<file path="src/rtl/conv_pool_pkg.sv">
// Shared types, constants and arithmetic helpers for the conv/pool engine.
// Optional average pooling is enabled with CONV_POOL_AVG_EN.
package conv_pool_pkg;

    typedef enum logic [1:0] {IDLE, MAC, EMIT} conv_eng_state_t;

    localparam int NUM_TAPS = 9;
    localparam int NUM_WIN  = 4;
    // Window origin LUT indexed by window number: bit w gives row/col origin.
    localparam logic [NUM_WIN-1:0] WIN_ROW_LUT = 4'b1100;
    localparam logic [NUM_WIN-1:0] WIN_COL_LUT = 4'b1010;

    function automatic logic signed [31:0] tap_mac(input logic [15:0] pix,
                                                   input logic signed [15:0] tap);
        logic signed [31:0] pe;
        logic signed [31:0] te;
        pe = {16'd0, pix};
        te = {{16{tap[15]}}, tap};
        return pe * te;
    endfunction

    function automatic logic [15:0] sat_u(input logic signed [31:0] v, input int w);
        logic signed [31:0] mx;
        mx = (32'sd1 <<< w) - 32'sd1;
        if (v < 0)
            return '0;
        else if (v > mx)
            return mx[15:0];
        else
            return v[15:0];
    endfunction

endpackage

</file>
<file path="src/rtl/conv_pool_engine_if.sv">
// Handshake and data bundle between a tile source/result sink and the engine.
// pool_mode exists only when CONV_POOL_AVG_EN is defined.
interface conv_pool_engine_if #(
    parameter int NUM_CH  = 3,
    parameter int PIX_W   = 8,
    parameter int KW      = 8,
    parameter int SHIFT_W = 2,
    parameter int ADDR_W  = 16
);
    logic                       in_valid;
    logic                       in_ready;
    logic [16*PIX_W-1:0]        image;
    logic [NUM_CH*9*KW-1:0]     kernels;
    logic [SHIFT_W-1:0]         shift;
    logic                       addr_clr;
    logic                       out_valid;
    logic                       out_ready;
    logic [ADDR_W-1:0]          out_addr;
    logic [NUM_CH*PIX_W-1:0]    y;
`ifdef CONV_POOL_AVG_EN
    logic                       pool_mode;
`endif

    modport master (
`ifdef CONV_POOL_AVG_EN
        output pool_mode,
`endif
        output in_valid, image, kernels, shift, addr_clr, out_ready,
        input  in_ready, out_valid, out_addr, y
    );

    modport slave (
`ifdef CONV_POOL_AVG_EN
        input  pool_mode,
`endif
        input  in_valid, image, kernels, shift, addr_clr, out_ready,
        output in_ready, out_valid, out_addr, y
    );
endinterface

</file>
<file path="src/rtl/conv_pool_reduce.sv">
// Per-channel shift, unsigned saturation and 2x2 pooling of four window sums.
// Average pooling (round-half-up) is selectable when CONV_POOL_AVG_EN is defined.
module conv_pool_reduce
    import conv_pool_pkg::*;
#(
    parameter int PIX_W   = 8,
    parameter int ACC_W   = 22,
    parameter int FRAC    = 3,
    parameter int SHIFT_W = 2
) (
    input  logic [NUM_WIN*ACC_W-1:0] acc,
    input  logic [SHIFT_W-1:0]       shift,
`ifdef CONV_POOL_AVG_EN
    input  logic                     pool_mode,
`endif
    output logic [PIX_W-1:0]         y
);
    logic [PIX_W-1:0] s [NUM_WIN];
    logic [PIX_W-1:0] mx;
`ifdef CONV_POOL_AVG_EN
    localparam int SUM_W = PIX_W + 3;
    logic [SUM_W-1:0] sum;
`endif

    for (genvar w = 0; w < NUM_WIN; w++) begin : g_win
        logic signed [ACC_W-1:0] a;
        assign a    = acc[w*ACC_W +: ACC_W];
        assign s[w] = PIX_W'(sat_u(32'(a >>> (FRAC + int'(shift))), PIX_W));
    end

    always_comb begin
        mx = s[0];
        for (int w = 1; w < NUM_WIN; w++)
            if (s[w] > mx) mx = s[w];
        y = mx;
`ifdef CONV_POOL_AVG_EN
        sum = '0;
        for (int w = 0; w < NUM_WIN; w++)
            sum = sum + SUM_W'(s[w]);
        if (pool_mode) y = PIX_W'((sum + SUM_W'(2)) >> 2);
`endif
    end
endmodule

</file>
<file path="src/rtl/conv_pool_engine.sv">
// 3x3 conv over four windows of a 4x4 tile, NUM_CH kernels in parallel, then 2x2 pooling.
// Define CONV_POOL_AVG_EN to add the pool_mode (max/average) selection.
module conv_pool_engine
    import conv_pool_pkg::*;
#(
    parameter int NUM_CH  = 3,
    parameter int PIX_W   = 8,
    parameter int KW      = 8,
    parameter int FRAC    = 3,
    parameter int ACC_W   = 22,
    parameter int SHIFT_W = 2,
    parameter int ADDR_W  = 16
) (
    input logic               clk,
    input logic               rst,
    conv_pool_engine_if.slave bus
);
    conv_eng_state_t state_q, state_d;
    logic [16*PIX_W-1:0]           image_q;
    logic [NUM_CH*NUM_TAPS*KW-1:0] kern_q;
    logic [SHIFT_W-1:0]            shift_q;
`ifdef CONV_POOL_AVG_EN
    logic                          pool_q;
`endif
    logic [1:0] ky_q, kx_q, w_q, pix_r, pix_c;
    logic [PIX_W-1:0] pix;
    logic signed [ACC_W-1:0] acc_q [NUM_CH][NUM_WIN];
    logic signed [ACC_W-1:0] acc_d [NUM_CH][NUM_WIN];
    logic [NUM_CH*PIX_W-1:0] y_q, y_d;
    logic [ADDR_W-1:0] addr_q;
    logic accept, last_tap, emit_hs, in_ready, out_valid;

    assign accept   = (state_q == IDLE) && bus.in_valid;
    assign emit_hs  = (state_q == EMIT) && bus.out_ready;
    assign last_tap = (state_q == MAC) && (w_q == 2'd3) && (ky_q == 2'd2) && (kx_q == 2'd2);
    assign pix_r    = 2'(WIN_ROW_LUT[w_q]) + ky_q;
    assign pix_c    = 2'(WIN_COL_LUT[w_q]) + kx_q;
    assign pix      = image_q[int'({pix_r, pix_c})*PIX_W +: PIX_W];

    always_comb begin
        state_d   = state_q;
        in_ready  = 1'b0;
        out_valid = 1'b0;
        unique case (state_q)
            IDLE: begin
                in_ready = 1'b1;
                if (bus.in_valid) state_d = MAC;
            end
            MAC:  if (last_tap) state_d = EMIT;
            EMIT: begin
                out_valid = 1'b1;
                if (bus.out_ready) state_d = IDLE;
            end
            default: state_d = IDLE;
        endcase
    end

    // The reducers see acc_d so the final tap is included when y registers on MAC->EMIT.
    always_comb begin
        for (int k = 0; k < NUM_CH; k++)
            for (int w = 0; w < NUM_WIN; w++)
                acc_d[k][w] = acc_q[k][w];
        if (state_q == MAC)
            for (int k = 0; k < NUM_CH; k++)
                acc_d[k][w_q] = acc_q[k][w_q] + ACC_W'(tap_mac(16'(pix),
                    16'(signed'(kern_q[(k*NUM_TAPS + int'(ky_q)*3 + int'(kx_q))*KW +: KW]))));
    end

    for (genvar k = 0; k < NUM_CH; k++) begin : g_ch
        logic [NUM_WIN*ACC_W-1:0] acc_flat;
        logic [PIX_W-1:0]         y_ch;
        for (genvar w = 0; w < NUM_WIN; w++) begin : g_flat
            assign acc_flat[w*ACC_W +: ACC_W] = acc_d[k][w];
        end
        conv_pool_reduce #(.PIX_W(PIX_W), .ACC_W(ACC_W), .FRAC(FRAC), .SHIFT_W(SHIFT_W)) u_reduce (
            .acc       (acc_flat),
            .shift     (shift_q),
`ifdef CONV_POOL_AVG_EN
            .pool_mode (pool_q),
`endif
            .y         (y_ch)
        );
        assign y_d[k*PIX_W +: PIX_W] = y_ch;
    end

    always_ff @(posedge clk) begin
        if (accept) begin
            image_q <= bus.image;
            kern_q  <= bus.kernels;
            shift_q <= bus.shift;
`ifdef CONV_POOL_AVG_EN
            pool_q  <= bus.pool_mode;
`endif
        end
    end

    always_ff @(posedge clk or negedge rst) begin
        if (!rst) begin
            state_q <= IDLE;
            ky_q    <= '0;
            kx_q    <= '0;
            w_q     <= '0;
            y_q     <= '0;
            addr_q  <= '0;
            for (int k = 0; k < NUM_CH; k++)
                for (int w = 0; w < NUM_WIN; w++)
                    acc_q[k][w] <= '0;
        end else begin
            state_q <= state_d;
            if (accept) begin
                ky_q <= '0;
                kx_q <= '0;
                w_q  <= '0;
                for (int k = 0; k < NUM_CH; k++)
                    for (int w = 0; w < NUM_WIN; w++)
                        acc_q[k][w] <= '0;
            end else if (state_q == MAC) begin
                acc_q <= acc_d;
                if (kx_q == 2'd2) begin
                    kx_q <= '0;
                    if (ky_q == 2'd2) begin
                        ky_q <= '0;
                        w_q  <= w_q + 2'd1;
                    end else begin
                        ky_q <= ky_q + 2'd1;
                    end
                end else begin
                    kx_q <= kx_q + 2'd1;
                end
            end
            if (last_tap) y_q <= y_d;
            if (bus.addr_clr)  addr_q <= '0;
            else if (emit_hs)  addr_q <= addr_q + ADDR_W'(1);
        end
    end

    assign bus.in_ready  = in_ready;
    assign bus.out_valid = out_valid;
    assign bus.out_addr  = addr_q;
    assign bus.y         = y_q;
endmodule

</file>
<file path="src/flat_wrapper.sv">
// flat-port wrapper written by rule: the top's interface ports become plain ports
module conv_pool_engine_flat import conv_pool_pkg::*;
#(
    parameter int NUM_CH  = 3,
    parameter int PIX_W   = 8,
    parameter int KW      = 8,
    parameter int FRAC    = 3,
    parameter int ACC_W   = 22,
    parameter int SHIFT_W = 2,
    parameter int ADDR_W  = 16
)
  (clk, rst, bus_in_valid, bus_image, bus_kernels, bus_shift, bus_addr_clr, bus_out_ready, bus_in_ready, bus_out_valid, bus_out_addr, bus_y);
  conv_pool_engine_if #(.NUM_CH(NUM_CH), .PIX_W(PIX_W), .KW(KW), .SHIFT_W(SHIFT_W), .ADDR_W(ADDR_W)) bus_i ();
  input logic clk;
  input logic rst;
  input wire logic [$bits(bus_i.in_valid)-1:0] bus_in_valid;
  input wire logic [$bits(bus_i.image)-1:0] bus_image;
  input wire logic [$bits(bus_i.kernels)-1:0] bus_kernels;
  input wire logic [$bits(bus_i.shift)-1:0] bus_shift;
  input wire logic [$bits(bus_i.addr_clr)-1:0] bus_addr_clr;
  input wire logic [$bits(bus_i.out_ready)-1:0] bus_out_ready;
  output wire logic [$bits(bus_i.in_ready)-1:0] bus_in_ready;
  output wire logic [$bits(bus_i.out_valid)-1:0] bus_out_valid;
  output wire logic [$bits(bus_i.out_addr)-1:0] bus_out_addr;
  output wire logic [$bits(bus_i.y)-1:0] bus_y;
  assign bus_i.in_valid = bus_in_valid;
  assign bus_i.image = bus_image;
  assign bus_i.kernels = bus_kernels;
  assign bus_i.shift = bus_shift;
  assign bus_i.addr_clr = bus_addr_clr;
  assign bus_i.out_ready = bus_out_ready;
  assign bus_in_ready = bus_i.in_ready;
  assign bus_out_valid = bus_i.out_valid;
  assign bus_out_addr = bus_i.out_addr;
  assign bus_y = bus_i.y;
  conv_pool_engine #(.NUM_CH(NUM_CH), .PIX_W(PIX_W), .KW(KW), .FRAC(FRAC), .ACC_W(ACC_W), .SHIFT_W(SHIFT_W), .ADDR_W(ADDR_W)) u_core (.clk(clk), .rst(rst), .bus(bus_i));
endmodule
</file>
<file path="config.mk">
export PLATFORM = sky130hd
export DESIGN_NAME = conv_pool_engine_flat
export DESIGN_NICKNAME = d
export VERILOG_FILES = /design/src/rtl/conv_pool_pkg.sv /design/src/rtl/conv_pool_engine_if.sv /design/src/rtl/conv_pool_reduce.sv /design/src/rtl/conv_pool_engine.sv /design/src/flat_wrapper.sv
export SDC_FILE = /design/constraint.sdc
export NUM_CORES = 2
export LEC_CHECK = 0
export ABC_AREA = 1
export BUFFER_PORTS_ARGS = -buffer_cell sky130_fd_sc_hd__buf_2
export CORE_ASPECT_RATIO = 0.8
export CORE_MARGIN = 4
export CORE_UTILIZATION = 45
export DETAILED_ROUTE_END_ITERATION = 10
export PLACE_DENSITY = 0.73
export SYNTH_ARGS = -nofsm -noshare
export SYNTH_HDL_FRONTEND = slang
export SYNTH_HIERARCHICAL = 1
export SYNTH_SLANG_ARGS = --single-unit
</file>
<file path="constraint.sdc">
create_clock -name clk -period 21.1 [get_ports clk]
set_input_delay 2.11 -clock clk [delete_from_list [all_inputs] [get_ports clk]]
set_output_delay 2.11 -clock clk [all_outputs]
set_load 0.005 [all_outputs]
</file>
==> results.md <==
- Outcome: finished clean
- Area Overhead vs Synth: 10.21%
- Setup_tns: 0 ns
- Layout cells sized above 1: 0.1004
- Total CTS buffers: 74
- CP arrival: 16.56 ns
- Post-synth cell types: 69
- Adder-Cell Fraction of Synth Area: 0.1326
- Max_cap viols: 0
- Antenna-violating nets left: 0
- Setup crit end kind: flop
- Worst R2R Path Depth: 64
- Nets@finish: between 7000 and 8000
- Clock root buffer: clkbuf_16
- Global route overflow: 0
- Endpoints failing setup: 0
- Most frequent CP cell: nand2_1
- Most common cell after layout, fill and taps aside: nand2_1
- First-pass GRT wire length: about 260 mm
- Die area: 0.1216 mm²
- Die height: 312.7 µm
- Detailed Routing Iterations Pass 1: 7
- Sequential area share after synthesis: 0.3484
- Tcrit/Tclk final: 0.7574
- Syn Inst Count: 7036
- Period minus WS final: 15.98 ns
- Slowest CP cell: fa_4
- H-tree depth: 3
- Multi-input logic area: 0.02889 mm²
- Row count: 111
- Number of remaining DRC errors: 0
- Critical Path Start: u_core/ky_q[0]
- GRT Util Overall: 0.2716
- Final Hold Viols: 0
- Die width: about 390 µm
- First-iteration detailed-routing DRC count: roughly 5400
- Most frequent cells in the layout: nand2_1, inv_1, o21ai_0
- Post-synth ARST share: 0.4742
- Worst Hold Class: reg -> reg
- Yosys reg bits: about 660
- Clock Skews: 0.02485 ns
- Slew Limit Fails: 0
- Synth Area in Compound Gates: 0.1615
- Largest family of logic cells by synthesized area: simple AND/OR/NAND/NOR gates
- Slew @ Worst Pin: 1.095 ns
- Final WL: 169.2 mm
- Clock slew at reported path FFs: 0.07 ns
- Syn_nets: 7844
- RePlAce Congestion: 0.9542
- Crit Reg-Reg Startpoint: u_core/ky_q[0]
- Initial antenna violation count: 11
- WP data required: 21.68 ns
- Final instance area: 0.05756 mm²
- Post-synthesis cell area: around 0.052 mm²
- Slew Limit Headroom: 0.2699
- Via Count: 49420
- Clock Latency Late Sink: around 0.69 ns
- Crit path largest cell delay: 0.95 ns
- Vias in the first global route: 47520
- Area share of the largest cell type after synthesis: 0.1989
- FF+latch area: roughly 0.018 mm²
- Mux contribution to synthesized area: 0.004408
- Area of the core: 0.1149 mm²
- CTS tree: yes
- CP Class: reg -> reg
- Fmax: 62.57 MHz
- I/O Buffers: slightly below 400
- Crit Path Max Fanout: slightly above 80
- Post-CTS Setup Bufs: 0
- RSZ-0062 raised after global routing: no
- Synth top area cells: edfxtp_1, dfrtp_1, nand2_1
- Placed inst area: 0.05490 mm²
- CTS max path bufs: 3
- EDFF count, synth: 346
- Synth area leader: edfxtp_1
- Largest net degree at the start of global routing: 167
- Hpwl dp: 125.4 mm
- Sink Count: 658
- Filler Cell Count: 11010
- IO Count: between 300 and 400
- Crit path to: u_core/bus.y[2]
- Xor and xnor fraction of the mapped netlist area: 0.006468
- R2R Setup Slk: 5.12 ns
- WL per Instance: 19.26 µm
- Hold Buf Count CTS: 0
- Via/cell ratio: 5.626
- Synth Area in Simple Gates: 0.2468
- Initial Util: 0.4547
- Syn Area/Cell: around 7.4 µm²
- Worst r2r dst: u_core/bus.y[2]
- Yosys warning count: 6
- CP Launch Type: flop
- Post-CTS sizing: 0
- Primary FF master, synth: edfxtp_1
## cell type report
| cell class | instances | area share |
|---|---|---|
| multi-input combinational | 5091 | 0.5019 |
| sequential | 658 | 0.3162 |
| inverter | 910 | 0.05969 |
| timing repair buffer | 454 | 0.04278 |
| clock buffer | 94 | 0.03486 |
| tap | 1525 | 0.03315 |
| clock inverter | 44 | 0.01109 |
| antenna | 8 | 0.0003478 |
## logic make-up after synthesis
family,Yosys count
adder cells (fa/ha/maj),457
AND/OR/NAND/NOR,3092
multiplexers,23
XOR/XNOR,36
flip-flops,658
AO/OA/AOI/OAI,1483
buffers and inverters,1287
## worst min path at each step
| stage | from | endpoint | slack [ns] | cells past startpoint |
|---|---|---|---|---|
| finish | u_core/bus.y[12] | u_core/bus.y[12] | 0.47 | 2 |
| global route | u_core/bus.y[2] | u_core/bus.y[2] | 0.48 | 2 |
| CTS | u_core/bus.y[2] | u_core/bus.y[2] | 0.47 | 2 |
| detailed placement | u_core/bus.y[2] | u_core/bus.y[2] | 0.45 | 2 |
| global placement | u_core/bus.y[12] | u_core/bus.y[12] | 0.46 | 2 |
| floorplan | u_core/bus.y[0] | u_core/bus.y[0] | 0.47 | 2 |
## synth_stat cells (23+ instances only)
cell type and count:
a21oi_1 295, o22ai_1 39, nor2_1 604, nand2_1 1721, o21bai_1 43, inv_1 874
fa_1 161, buf_2 120, and2_1 60, o221ai_1 32, nand4_1 36, buf_4 23
a211oi_1 33, or2_2 54, mux2i_1 23, o21ai_0 808, dfrtp_1 312, nand3_1 542
o211ai_1 105, o21ai_1 27, nor3_1 27, edfxtp_1 346, ha_1 296, clkbuf_1 195
## state kept, by name, indices dropped and copies added, names as in the netlist
name	cells
u_core/bus.y	24
u_core/acc_q	264
u_core/kx_q	2
u_core/state_q	2
u_core/image_q	128
u_core/kern_q	216
u_core/shift_q	2
u_core/w_q	2
u_core/bus.out_addr	16
u_core/ky_q	2
## per-stage QoR
stage | std cells | utilization | worst slack [ns] | hold slack (ns)
2_1_floorplan | 7036 | - | 8.338 | 0.4654
3_3_place_gp | 8638 | 0.4780 | 5.652 | 0.4571
3_5_place_dp | 8638 | 0.4780 | 5.422 | 0.4543
4_1_cts | 8776 | 0.5010 | 5.378 | 0.4711
5_1_grt | 8784 | 0.5012 | 3.810 | 0.4834
6_report | 8784 | 0.5012 | 5.118 | 0.4688
## layer usage
layer	vias to the layer above	wire [µm]	GRT usage
met3	337	14850	0.05606
met1	23420	71450	0.3670
met5	-	34	0
met4	6	5679	0.08836
li1	23520	-	-
met2	2140	77160	0.4379
## worst max-delay path: cells and delay by family, from the launching register on
| kind | cells | cell delay (ns) |
|---|---|---|
| compound gates | 9 | 2.82 |
| simple gates | 32 | 4.10 |
| fa+ha+maj | 11 | 5.20 |
| flops | 1 | 0.50 |
| xor+xnor | 1 | 0.42 |
| buf+inv | 11 | 2.74 |
Power is not shown: default switching activity piles up to over one toggle a cycle in this logic, so the estimate is an artifact.
